**config.mk**
```make
export PLATFORM = sky130hd
export DESIGN_NAME = tone_player
export DESIGN_NICKNAME = d
export VERILOG_FILES = /design/src/rtl/tone_pkg.sv /design/src/rtl/tone_div.sv /design/src/rtl/tone_player.sv
export SDC_FILE = /design/constraint.sdc
export NUM_CORES = 1
export LEC_CHECK = 0
export CAP_MARGIN = 20
export CORE_UTILIZATION = 51
export DETAILED_ROUTE_END_ITERATION = 16
export PLACE_DENSITY = 0.76
export RECOVER_POWER = 50
export SYNTH_ARGS = -nofsm -noshare
export SYNTH_HDL_FRONTEND = slang
export SYNTH_SLANG_ARGS = --single-unit
export TNS_END_PERCENT = 100
```
**constraint.sdc**
```tcl
create_clock -name clk -period 2.55 [get_ports clk]
set_clock_uncertainty 0.05 [all_clocks]
set_input_delay 0.6375 -clock clk [delete_from_list [all_inputs] [get_ports clk]]
set_output_delay 0.6375 -clock clk [all_outputs]
set_load 0.05 [all_outputs]
```
**src/rtl/tone_pkg.sv**
```systemverilog
// Shared types and defaults for the tone player: FSM state encoding,
// default counter widths and the rest (silence) half-period value.
package tone_pkg;
   localparam int PERIOD_BITS_DEF = 18;
   localparam int DUR_BITS_DEF    = 4;
   localparam int REST            = 0;

   typedef enum logic [1:0] {
      IDLE = 2'd0,
      PLAY = 2'd1,
      FIN  = 2'd2
   } state_t;
endpackage

```
**src/rtl/tone_div.sv**
```systemverilog
// Loadable half-period divider: counts clocks while enabled and toggles its
// output each time the count reaches half_period-1. A zero half-period is a rest.
import tone_pkg::*;

module tone_div #(
   parameter int PERIOD_BITS = PERIOD_BITS_DEF
) (
   input  logic                   clk,
   input  logic                   r,
   input  logic                   load,
   input  logic                   clear,
   input  logic                   en,
   input  logic [PERIOD_BITS-1:0] half_period,
   output logic                   tone
);

   logic [PERIOD_BITS-1:0] hp_q;
   logic [PERIOD_BITS-1:0] cnt;

   always_ff @(posedge clk) begin
      if (!r) begin
         hp_q <= '0;
         cnt  <= '0;
         tone <= 1'b0;
      end else if (load) begin
         hp_q <= half_period;
         cnt  <= '0;
         tone <= 1'b0;
      end else if (clear) begin
         cnt  <= '0;
         tone <= 1'b0;
      end else if (en && (hp_q != PERIOD_BITS'(REST))) begin
         if (cnt == hp_q - PERIOD_BITS'(1)) begin
            cnt  <= '0;
            tone <= ~tone;
         end else begin
            cnt <= cnt + PERIOD_BITS'(1);
         end
      end
   end

endmodule

```
**src/rtl/tone_player.sv**
```systemverilog
// Single-note square-wave player: accepts a note, toggles the speaker at the
// note's half-period and counts beat ticks. Optional macro TONE_GAP_EN silences the last beat.
//
// state | meaning
// IDLE  | waiting for a note, note_ready=1, speaker=0
// PLAY  | note in progress, tone divider and beat count running unless paused
// FIN   | one-cycle done pulse, speaker=0, then back to IDLE
import tone_pkg::*;

module tone_player #(
   parameter int PERIOD_BITS = PERIOD_BITS_DEF,
   parameter int DUR_BITS    = DUR_BITS_DEF
) (
   input  logic                   clk,
   input  logic                   r,
   input  logic                   beat,
   input  logic                   note_valid,
   output logic                   note_ready,
   input  logic [PERIOD_BITS-1:0] note_half_period,
   input  logic [DUR_BITS-1:0]    note_beats,
   input  logic                   pause,
   output logic                   speaker,
   output logic                   busy,
   output logic                   done
);

   state_t              state;
   logic [DUR_BITS-1:0] beats_q;
   logic [DUR_BITS-1:0] bcnt;
   logic                tone;
   logic                accept;
   logic                beat_in;
   logic                last_beat;
   logic                finish;

   assign accept    = (state == IDLE) && note_valid;
   assign beat_in   = (state == PLAY) && !pause && beat;
   assign last_beat = beat_in && (bcnt + DUR_BITS'(1) == beats_q);
   assign finish    = (state == PLAY) && ((beats_q == '0) || last_beat);

   tone_div #(
      .PERIOD_BITS (PERIOD_BITS)
   ) u_div (
      .clk         (clk),
      .r           (r),
      .load        (accept),
      .clear       (finish),
      .en          ((state == PLAY) && !pause),
      .half_period (note_half_period),
      .tone        (tone)
   );

`ifdef TONE_GAP_EN
   logic gap_q;

   // Gap opens once beats-1 beats are counted; the divider keeps running underneath.
   always_ff @(posedge clk) begin
      if (!r)
         gap_q <= 1'b0;
      else if (accept || finish)
         gap_q <= 1'b0;
      else if (beat_in && (beats_q >= DUR_BITS'(2)) &&
               (bcnt + DUR_BITS'(2) == beats_q))
         gap_q <= 1'b1;
   end

   assign speaker = tone & ~gap_q;
`else
   assign speaker = tone;
`endif

   always_ff @(posedge clk) begin
      if (!r) begin
         state      <= IDLE;
         beats_q    <= '0;
         bcnt       <= '0;
         note_ready <= 1'b1;
         busy       <= 1'b0;
         done       <= 1'b0;
      end else begin
         case (state)
            IDLE: begin
               done <= 1'b0;
               if (accept) begin
                  beats_q    <= note_beats;
                  bcnt       <= '0;
                  note_ready <= 1'b0;
                  busy       <= 1'b1;
                  state      <= PLAY;
               end
            end
            PLAY: begin
               if (finish) begin
                  busy  <= 1'b0;
                  done  <= 1'b1;
                  state <= FIN;
               end else if (beat_in) begin
                  bcnt <= bcnt + DUR_BITS'(1);
               end
            end
            FIN: begin
               done       <= 1'b0;
               note_ready <= 1'b1;
               state      <= IDLE;
            end
            default: begin
               note_ready <= 1'b1;
               busy       <= 1'b0;
               done       <= 1'b0;
               state      <= IDLE;
            end
         endcase
      end
   end

endmodule
```
Word level (Yosys, flattened, before mapping). Index checks and enable logic that the tools add are counted.

Register bits after elaboration: 50. Bits in latches: 0. RAM bits: 0. Bits in read-only memories: 0. Input port bits: 27. Word-level logic and storage cells: 57. Memories kept: 0.

$add $sub $neg: 3. $mul: 0. Divide/modulo/power cells: 0. Order comparisons: 0. Eq/ne operators: 8. Shifts and indexed selects: 0. Multiplexer cells: 13. Bitwise gates (word level): 4. Reduce and logical (&&, ||, !) cells: 20.

Operators by type and width (number): $add A18 B1 Y18 const B (1); $eq A18 B18 Y1 (1); $mux W18 (1); $reduce_bool A18 Y1 (1); $sub A18 B1 Y18 const B (1); $mux W4 (3); $reduce_and A2 Y1 (5); $ne A2 B2 Y1 const B (4); $pmux W4 S2 (1); $logic_and A1 B1 Y1 (6); $add A4 B1 Y4 const B (1); $eq A4 B4 Y1 (1); $logic_not A4 Y1 (1); $mux W2 (2); $not A1 Y1 (4); $pmux W2 S2 (1); $reduce_and A4 Y1 (1); $mux W1 (3); $pmux W1 S3 (1); $reduce_and A3 Y1 (1); $reduce_or A3 Y1 (1); $eq A2 B1 Y1 const B (1); $eq A2 B2 Y1 const B (1); $logic_not A2 Y1 (1); other kinds (4) (4).

Longest topological paths before layout. Gate-level depths: netlist of the first run.

Depth in word-level cells: 8. Mapped depth: 10. Mapped depth without buffers: 8.

By module. From an unflattened synthesis of the first run, not the netlist that was laid out.

Cell total of the unflattened synthesis: 325. Area, all modules: 2947.8 µm².

Modules (own cells, without submodules): tone_div (times used 1, cells each 249, area each 2270.9 µm²); tone_player (times used 1, cells each 76, area each 676.9 µm²).

Least setup slack after synthesis of the first run. Ideal clock, no wire load.

Kind: register -> register. From: register u_div.hp_q[0]. To: register u_div.tone. Library setup time: 0.121 ns. Arrival time: 2.508 ns. Required time: 2.379 ns. Setup slack: -0.130 ns. Stages on the path, launching flop included: 10. Cell sequence: dfxtp_1 inv_1 ha_1 or4b_1 buf_2 or3_1 a21oi_1 nand4_1 nor4_4 mux2_4.

Cells in the longest elaborated chain, start to end: 3. Elaborated cells on any way between the ends: 5.

RTL lines: start, declared (line tone_div.sv:17) `logic [PERIOD_BITS-1:0] hp_q;`; start signal, assigned (line tone_div.sv:26) `hp_q <= half_period;`; $sub A18 B1 Y18 or $reduce_bool A18 Y1 (tied branches) (line tone_div.sv:33, tone_div.sv:32); $eq A18 B18 Y1 or $logic_and A1 B1 Y1 (tied branches) (line tone_div.sv:33, tone_div.sv:32); $reduce_and A2 Y1 (no source line) *; end signal, assigned (line tone_div.sv:35) `tone <= ~tone;`; end, declared (line tone_div.sv:14) `output logic tone`.

Every way passes the cells marked *; elsewhere a longest branch is shown, timed or not. A chain may end at the register's enable or synchronous reset.

Worst setup path in the final report of the first run.
From: register u_div.hp_q[1]. To: register u_div.tone.

Same word-level chain as after synthesis.

==> results.yml, run 1 <==
run_status:
  status: "complete, no violations"
placed_design:
  io_buffers: 30
  hpwlAfterDp_um: 4820
  place_congestion: 0.890
  post_dp_cell_area_um2: 3330
synth:
  yosys.cell_types.count: 45
  synth_nets: 371
  synth-seq-cells: 50
  yosys.area.top_type: "dfxtp_1"
  avgSynthCellArea_um2: 8.15
  synth_area_um2: 2780
  synth_edf_count: 0
  synth_top_area_share_pct: 36.0
  ys_top_cells_by_area: "dfxtp_1 36%, nand2_1 7.4%, xnor2_1 7.2%"
  ys_seq_area_share_pct: 36.0
  synthFlopType: "dfxtp_1"
  postSynthCellCount: 341
  yosys_warnings: 0
  async_flop_share_pct: 0
clocking:
  cts_root_buffer: "clkbuf_8"
  cts_inserted_buffers: 5
  cts_buffer_depth: 2
  post_cts_buffers: 0
  clock_sinks: 50
  h-tree-depth: 2
  cts.clk_slew.worst_paths_ns: 0.09
  ctsResizeCount: 0
  cts_tree: "done"
  insertion_delay_ns: 0.30
  ctsHoldBuffers: 0
power:
  power.share.combinational_pct: 23.9
  switching_share_pct: 28.1
  p_sw_uw: 512
  powerDensity_nw_per_um2: 531
  vdd_drop_max_v: 0.000362
  pwr-share-clk_pct: 29.4
  p_leak_nw: 1.23
  p_int_mw: 1.31
  finalPower_mw: 1.83
  pwr-share-seq_pct: 46.7
sta:
  setup_viol: 0
  slew_headroom_pct: 67.0
  max_freq_mhz: 404
  rsz0062_at_grt: "true"
  slew_viol_final: 0
  timing.final.crit_share_pct: 97.2
  min_period_ns: 2.48
  worstMarginPinSlew_ns: 0.493
  hold_violations: 0
  finalSetupTns_ns: 0
floorplanning:
  start_util_pct: 53.7
  die-area_um2: 5750
  coreArea_um2: 5170
  die_w_um: 75.8
  pin_count: 31
  rows: 26
  die_h_um: 75.8
worst_setup_path:
  worstPathCellList: "inv_2 -> ha_4 -> or4b_4 -> or3_4 -> a21oi_2 -> nand4_1 -> nor4_4 -> mux2_4"
  reg2reg_depth: 8
  critPathMaxStageDelay_ns: 0.54
  worstSetupEndpointType: "flip-flop"
  crit_path_max_fanout: 7
  cp.arrival_ns: 2.63
  path_class: "reg -> reg"
  startpoint_type: "flip-flop"
  slowest_stage: "or4b_4"
  crit_required_ns: 2.70
run:
  drv_cap: 0
routing:
  wl_per_cell_um: 13.9
  dr_wl_met2_um: 2900
  viasPerCell: 5.58
  met3WireLength_um: 298
  drtIter0Drc: 236
  wl_met1_um: 3040
  vias: 2544
  drt_wl_total_um: 6360
  drtAntennaViolNets: 0
  highest_layer: "met4"
  drc: 0
  drt-pass1-iter-count: 4
final_layout:
  stdcell_area_um2: 3440
  area_growth_pct: 23.7
  nets: 415
  drive_above_1_share_pct: 12.2
  antenna_cells: 0
grt:
  grt_max_degree: 24
  grt_usage_pct: 24.0
  overflow: 0
  grt_pass1_vias: 2296
  antenna_found_initial: 0
  grt_pass1_wl_um: 10400
worst_hold_path:
  min_path_type: "reg -> reg"
  hold_depth: 2
-- layout make-up --
type                            count  area (µm²)
Sequential cell                    50        1000
Timing Repair Buffer               51         455
Multi-Input combinational cell    271        1760
Inverter                            6        22.5
Clock inverter                      1        30.0
Fill cell                         430        1730
Clock buffer                        7        76.3
Tap cell                           70        87.6
-- cell usage after synthesis (2+ instances only) --
| library cell | count |
|---|---|
| o211ai_1 | 3 |
| xnor2_1 | 23 |
| a21boi_0 | 22 |
| mux2i_1 | 4 |
| and3_1 | 3 |
| nand2b_1 | 5 |
| o2bb2ai_1 | 2 |
| ha_1 | 3 |
| nor2b_1 | 4 |
| or3_1 | 2 |
| a31o_2 | 2 |
| a31oi_1 | 4 |
| nand3_1 | 9 |
| clkbuf_1 | 12 |
| xor2_1 | 22 |
| mux2_2 | 2 |
| dfxtp_1 | 50 |
| nand4_1 | 10 |
| inv_1 | 6 |
| o21ai_0 | 9 |
| and2_1 | 3 |
| and4_1 | 2 |
| nor2_1 | 17 |
| nor3_1 | 30 |
| nand2_1 | 55 |
| nor4_1 | 8 |
| a21oi_1 | 11 |
-- critical path, delay by kind of cell (launching register included) --
kind,cells,cell delay [ns]
adder cells (fa/ha/maj),1,0.14
flip-flops,1,0.35
multiplexers,1,0.33
AND/OR/NAND/NOR,4,1.33
AO/OA/AOI/OAI,1,0.11
buffers and inverters,1,0.07
-- through the flow --
stage	hold WS (ns)	util (%)	setup slack [ns]	std cells
floorplan	0.413	-	0.0114	341
global placement	0.395	64.3	0.0839	448
detailed placement	0.411	64.3	0.0541	448
CTS	0.423	66.4	0.0419	456
global route	0.435	66.5	-0.0160	456
finish	0.414	66.5	0.0720	456
-- sequential cells by signal (all words and copies together), names as in the netlist --
name / flops
done: 1
beats_q: 4
u_div.tone: 1
u_div.cnt: 18
busy: 1
note_ready: 1
u_div.hp_q: 18
state: 2
bcnt: 4
-- power groups by stage --
stage / registers, mW / clock network, mW / logic (mW)
final: 0.852 / 0.537 / 0.437
after global routing: 0.858 / 0.588 / 0.480
after CTS: 0.853 / 0.553 / 0.435
after detailed placement: 0.871 / 0 / 0.433
after global placement: 0.869 / 0 / 0.424
after floorplan: 0.878 / 0 / 0.277
-- cells by family after synthesis --
logic type | after synthesis | share of synthesized area, %
adder cells (fa/ha/maj) | 3 | 1.35
flip-flops | 50 | 36.0
AND/OR/NAND/NOR | 156 | 28.2
buffers and inverters | 20 | 2.88
XOR/XNOR | 45 | 14.2
AO/OA/AOI/OAI | 60 | 14.6
multiplexers | 7 | 2.79
-- final timing paths --
path                      start          to  slack [ns]
setup / recovery  u_div.hp_q[1]  u_div.tone        0.07
hold / removal             done        done        0.41
setup reg to reg  u_div.hp_q[1]  u_div.tone        0.07
hold reg to reg            done        done        0.41
-- layout by cell type (no fill, tap or decap), drive strengths merged, types with 4 or more instances in the layout --
cell type	netlist	final
nand2	55	55
dfxtp	50	50
nor3	31	31
clkdlybuf4s50	0	28
xnor2	23	23
xor2	22	22
a21boi	22	22
buf	2	19
nor2	17	17
a21oi	11	11
nand4	10	10
nand3	9	9
o21ai	9	9
nor4	9	9
clkbuf	12	9
inv	6	6
nand2b	5	5
a31oi	4	4
nor2b	4	4
mux2i	4	4
-- layer usage --
layer	vias to the layer above	track usage, %
met5	-	0
met3	13	4.23
met2	67	38.4
li1	1296	-
met4	0	9.05
met1	1168	32.3
Note: power is estimated with default switching activity, not from simulation.
==> run 2: changes to the inputs <==
CAP_MARGIN = not set   (was 20)
CORE_UTILIZATION = 61   (was 51)
PLACE_DENSITY = 0.85   (was 0.76)
SYNTH_HIERARCHICAL = 1   (was not set)
clock period = 2.89 ns   (was 2.55 ns; I/O delays follow)
==> run 2 against run 1 <==
Clock power decreased by 29%. Global-route usage up 0.62 points. Register-to-register slack better by 0.19 ns. Sequential share of layout area increased by 1.0 points. Critical path type is now in -> reg.
==> results.yml, run 2 <==
sta:
  timing.final.crit_share_pct: 92.2
  max_freq_mhz: 375
  slew_headroom_pct: 42.3
  rsz0062_at_grt: "false"
  worstMarginPinSlew_ns: 0.866
  setup_viol: 0
  finalSetupTns_ns: 0
  min_period_ns: 2.67
  slew_viol_final: 0
  setup_slack_ns: 0.225
  hold_violations: 0
floorplanning:
  die-area_um2: 5110
  rows: 24
  die_w_um: 71.5
  coreArea_um2: 4500
  pin_count: 31
  start_util_pct: 65.4
  die_h_um: 71.5
power:
  power.share.combinational_pct: 23.6
  powerDensity_nw_per_um2: 452
  vdd_drop_max_v: 0.000421
  pwr-share-seq_pct: 50.8
  switching_share_pct: 29.4
  p_sw_uw: 440
  p_int_mw: 1.06
  pwr-share-clk_pct: 25.6
  p_leak_nw: 1.21
grt:
  overflow: 0
  grt_pass1_wl_um: 10000
  grt_max_degree: 32
  grt_pass1_vias: 2289
  antenna_found_initial: 0
  grt_usage_pct: 24.6
clocking:
  cts.clk_slew.worst_paths_ns: 0.09
  ctsResizeCount: 0
  cts_tree: "done"
  ctsHoldBuffers: 0
  post_cts_buffers: 0
  h-tree-depth: 2
  cts_inserted_buffers: 5
  clock_sinks: 50
  cts_root_buffer: "clkbuf_8"
  cts_buffer_depth: 2
  insertion_delay_ns: 0.30
synth:
  ys_top_cells_by_area: "dfxtp_1 34%, mux2i_1 7.1%, xnor2_1 6.5%"
  postSynthCellCount: 325
  synthFlopType: "dfxtp_1"
  synth_area_um2: 2950
  yosys_warnings: 6
  synth_edf_count: 0
  synth_top_area_share_pct: 34.0
  synth_most_common_cell: "dfxtp_1"
  synth-seq-cells: 50
  avgSynthCellArea_um2: 9.07
  ys_seq_area_share_pct: 34.0
  yosys.area.top_type: "dfxtp_1"
  synth_nets: 355
  synth_commonest_cells: "50 x dfxtp_1, 41 x nor2_1, 25 x nand2_1, 23 x nor2b_1, 22 x xnor2_1"
  async_flop_share_pct: 0
  yosys.cell_types.count: 62
final_layout:
  antenna_cells: 0
  drive_above_1_share_pct: 8.66
  finish.utilization_pct: 73.6
  reg_top3: "u_div/cnt (18), u_div/hp_q (18)"
  final_common_cell: "dfxtp_1"
  area_growth_pct: 12.5
  nets: 388
  final_cell_mix: "50 x dfxtp_1, 41 x nor2_1, 28 x clkdlybuf4s50_1, 25 x nand2_1, 23 x nor2b_1"
  stdcell_area_um2: 3320
routing:
  drtIter0Drc: 109
  viasPerCell: 5.72
  drt-pass1-iter-count: 5
  drtAntennaViolNets: 0
  drc: 0
  wl_per_cell_um: 14.1
  vias: 2346
  drt_wl_total_um: 5780
placed_design:
  io_buffers: 30
  dp_slack_ns: 0.126
  place_congestion: 0.889
  hpwlAfterDp_um: 4240
  post_dp_cell_area_um2: 3270
worst_hold_path:
  min_path_type: "reg -> reg"
worst_setup_path:
  cp.arrival_ns: 2.81
  crit_path_max_fanout: 13
  worstSetupEndpointType: "flip-flop"
  slowest_stage: "clkbuf_1"
  critPathMaxStageDelay_ns: 0.67
  path_class: "in -> reg"
  startpoint_type: "input pin"
  crit_required_ns: 3.03
  worstPathCellList: "dlygate4sd3_1 -> nand3b_1 -> inv_1 -> clkbuf_1 -> mux2i_1 -> nor2b_1"
run:
  drv_cap: 0
run_status:
  status: "complete, no violations"
[run 2: cell count changes after synthesis, moves of 5 or more]
cell and delta:
nor2b_1 +19, nor3_1 -20, a21boi_0 -17, nand2b_1 -5
clkbuf_1 -8, nor2_1 +24, a21oi_1 -7, nor4_1 -6
mux2i_1 +17, nand2_1 -30
[run 2: power groups by stage]
| stage | clock [mW] | sequential (mW) | combinational, mW |
|---|---|---|---|
| final | 0.383 | 0.762 | 0.354 |
| after global routing | 0.419 | 0.768 | 0.386 |
| after CTS | 0.393 | 0.761 | 0.358 |
| after detailed placement | 0 | 0.777 | 0.356 |
| after global placement | 0 | 0.777 | 0.349 |
| after floorplan | 0 | 0.775 | 0.264 |
[run 2: cell type report]
cell class / instances / area [µm²]
clock buffers: 7 / 76.3
fillers: 348 / 1190
inverters: 9 / 33.8
multi-input cells: 255 / 1800
flip-flops and latches: 50 / 1000
well taps: 52 / 65.1
repair buffers: 37 / 345
[run 2: logic make-up (layout without fill, tap and decap cells)]
kind of cell / after synthesis / in the layout / synth area share [%]
fa+ha+maj: 3 / 3 / 1.27
xor+xnor: 43 / 43 / 13.5
simple gates: 149 / 149 / 28.9
buf+inv: 20 / 53 / 4.54
mux: 21 / 21 / 7.13
flops: 50 / 50 / 34.0
compound gates: 39 / 39 / 10.7
[run 2: worst paths after layout]
| path | startpoint | endpoint | slack (ns) | cells after the start |
|---|---|---|---|---|
| max | note_valid | u_div/hp_q[6] | 0.22 | 6 |
| max reg2reg | u_div/hp_q[1] | u_div/cnt[12] | 0.26 | 9 |
| min reg2reg | done | done | 0.45 | 2 |
| min | done | done | 0.45 | 2 |
[run 2: worst max-delay path: cells and delay by family]
kind | cells | cell delay, ns
buf+inv | 3 | 1.44
simple gates | 2 | 0.36
mux | 1 | 0.27
[run 2: metal layers]
metal	GRT usage (%)	vias up	share of wire (%)
li1	-	1199	-
met1	32.8	1098	49
met2	41.9	44	47
met3	4.36	5	3.0
met4	5.66	0	0.88
met5	0	-	0
[run 2: per-stage QoR]
step	instances	hold WS (ns)	power [mW]
final	410	0.446	1.50
after global routing	410	0.478	1.57
after CTS	410	0.445	1.51
after detailed placement	403	0.411	1.13
after global placement	403	0.415	1.13
after floorplan	325	0.414	1.04
==> run 3: changes to the inputs <==
CORE_UTILIZATION = 68   (was 61)
DONT_BUFFER_PORTS = 1   (was not set)
PLACE_DENSITY = 0.84   (was 0.85)
==> run 3 against run 2 <==
Largest cell class unchanged. Total power fell by 1.7%. Critical endpoint is now u_div/cnt[17]. Sequential power up 2%. Sequential cell count is the same. Critical path depth is 3 higher.
==> results.yml, run 3 (synthesized netlist as in run 2, its figures left out) <==
run_status:
  status: "complete, no violations"
clocking:
  cts_tree: "done"
  insertion_delay_ns: 0.30
  ctsHoldBuffers: 0
  cts_root_buffer: "clkbuf_8"
  cts.clk_slew.worst_paths_ns: 0.09
  cts_inserted_buffers: 5
  cts_buffer_depth: 2
  post_cts_buffers: 0
  ctsResizeCount: 0
  h-tree-depth: 2
  clock_sinks: 50
final_layout:
  antenna_cells: 0
  area_growth_pct: 1.91
  final_common_cell: "dfxtp_1"
  nets: 354
  final_cell_mix: "50 x dfxtp_1, 41 x nor2_1, 25 x nand2_1, 23 x nor2b_1, 22 x xnor2_1"
  reg_top3: "u_div/cnt (18), u_div/hp_q (18)"
  drive_above_1_share_pct: 9.54
worst_setup_path:
  r2r-end: "u_div/cnt[17]"
  crit_path_max_fanout: 18
  critPathMaxStageDelay_ns: 0.48
  reg2reg_from: "u_div/hp_q[0]"
  cp.arrival_ns: 2.82
  cp.buffers_inverters: 1
  worstPathCellList: "inv_1 -> ha_1 -> nor3b_2 -> nand4_1 -> mux2i_1 -> or3b_2 -> o2bb2ai_2 -> o21ai_4 -> nor2_1"
  worstSetupEndpointType: "flip-flop"
  critical-path-top-delay-family: "simple AND/OR/NAND/NOR gates"
  path_class: "reg -> reg"
  reg2reg_depth: 9
  startpoint_type: "flip-flop"
  r2r_setup_slack_ns: 0.20
  slowest_stage: "or3b_2"
  crit_required_ns: 3.01
sta:
  slew_viol_final: 0
  timing.final.crit_share_pct: 93.2
  setup_viol: 0
  min_period_ns: 2.69
  worstMarginPinSlew_ns: 0.737
  max_freq_mhz: 371
  finalSetupTns_ns: 0
  rsz0062_at_grt: "false"
  slew_headroom_pct: 50.9
  whs_ns: 0.447
  hold_violations: 0
grt:
  grt_pass1_wl_um: 9230
  antenna_found_initial: 0
  grt_usage_pct: 26.8
  overflow: 0
  grt_pass1_vias: 2061
  grt_max_degree: 33
routing:
  viasPerCell: 5.94
  drt_wl_total_um: 5570
  drtAntennaViolNets: 0
  vias: 2229
  wl_per_cell_um: 14.8
  drc: 0
  drtIter0Drc: 92
  drt-pass1-iter-count: 4
run:
  drv_cap: 0
power:
  p_leak_nw: 1.09
  vdd_drop_max_v: 0.000337
  powerDensity_nw_per_um2: 491
placed_design:
  io_buffers: 0
  place_congestion: 0.904
  hpwlAfterDp_um: 4070
floorplanning:
  pin_count: 31
  coreArea_um2: 4090
  die_h_um: 67.8
  start_util_pct: 72.1
  die-area_um2: 4600
  die_w_um: 67.8
  rows: 23
worst_hold_path:
  hold_depth: 2
  min_to: "beats_q[0]"
  min_path_type: "reg -> reg"
  min-delay-start: "beats_q[0]"
[run 3: cell count changes in the layout (fill, tap and decap cells not counted)]
cell	change
dlygate4sd3_1	-2
clkinv_2	+1
clkdlybuf4s50_1	-28
buf_4	-3
clkbuf_1	-3
clkbuf_8	+1
clkbuf_2	+1
[run 3: power breakdown]
part           switching (mW)  internal [mW]  leakage, nW
sequential             0.0606          0.718        0.407
combinational           0.150          0.135        0.633
clock                   0.217          0.193       0.0482
total                   0.427           1.05         1.09
[run 3: layout make-up]
class / instances / area (µm²)
Multi-Input combinational cell: 255 / 1800
Fill cell: 330 / 1080
Sequential cell: 50 / 1000
Clock buffer: 7 / 86.3
Tap cell: 50 / 62.6
Inverter: 9 / 33.8
Timing Repair Buffer: 3 / 20.0
Clock inverter: 1 / 5.00
[run 3: worst max path at each step]
| stage | depth (start not counted) | end | start |
|---|---|---|---|
| 6_report | 9 | u_div/cnt[17] | u_div/hp_q[0] |
| 3_3_place_gp | 9 | u_div/cnt[5] | u_div/hp_q[0] |
| 5_1_grt | 10 | u_div/cnt[9] | u_div/hp_q[0] |
| 2_1_floorplan | 10 | u_div/cnt[3] | u_div/hp_q[0] |
| 3_5_place_dp | 9 | u_div/cnt[17] | u_div/hp_q[0] |
| 4_1_cts | 9 | u_div/cnt[17] | u_div/hp_q[0] |
[run 3: metal layers]
metal  global-route usage [%]  up-vias  part of all wire, %
li1                         -     1132                    -
met1                     34.4     1046                   47
met2                     44.4       47                   48
met3                     6.00        4                  4.2
met4                     8.85        0                 0.83
met5                        0        -                    0
[run 3: through the flow]
| step | setup slack (ns) | power, mW | cell area (µm²) | utilization (%) | cells |
|---|---|---|---|---|---|
| after floorplan | 0.440 | 1.04 | 2950 | - | 325 |
| after global placement | 0.314 | 1.07 | 2930 | 71.8 | 367 |
| after detailed placement | 0.236 | 1.08 | 2930 | 71.8 | 367 |
| after CTS | 0.231 | 1.49 | 3020 | 74.0 | 375 |
| after global routing | 0.0277 | 1.54 | 3000 | 73.5 | 375 |
| final | 0.196 | 1.47 | 3000 | 73.5 | 375 |
[run 3: tightest hold or removal path: stages (launching register included)]
cell      delay [ns]
dfxtp_1         0.33
nand2_1         0.05
a21boi_0        0.07
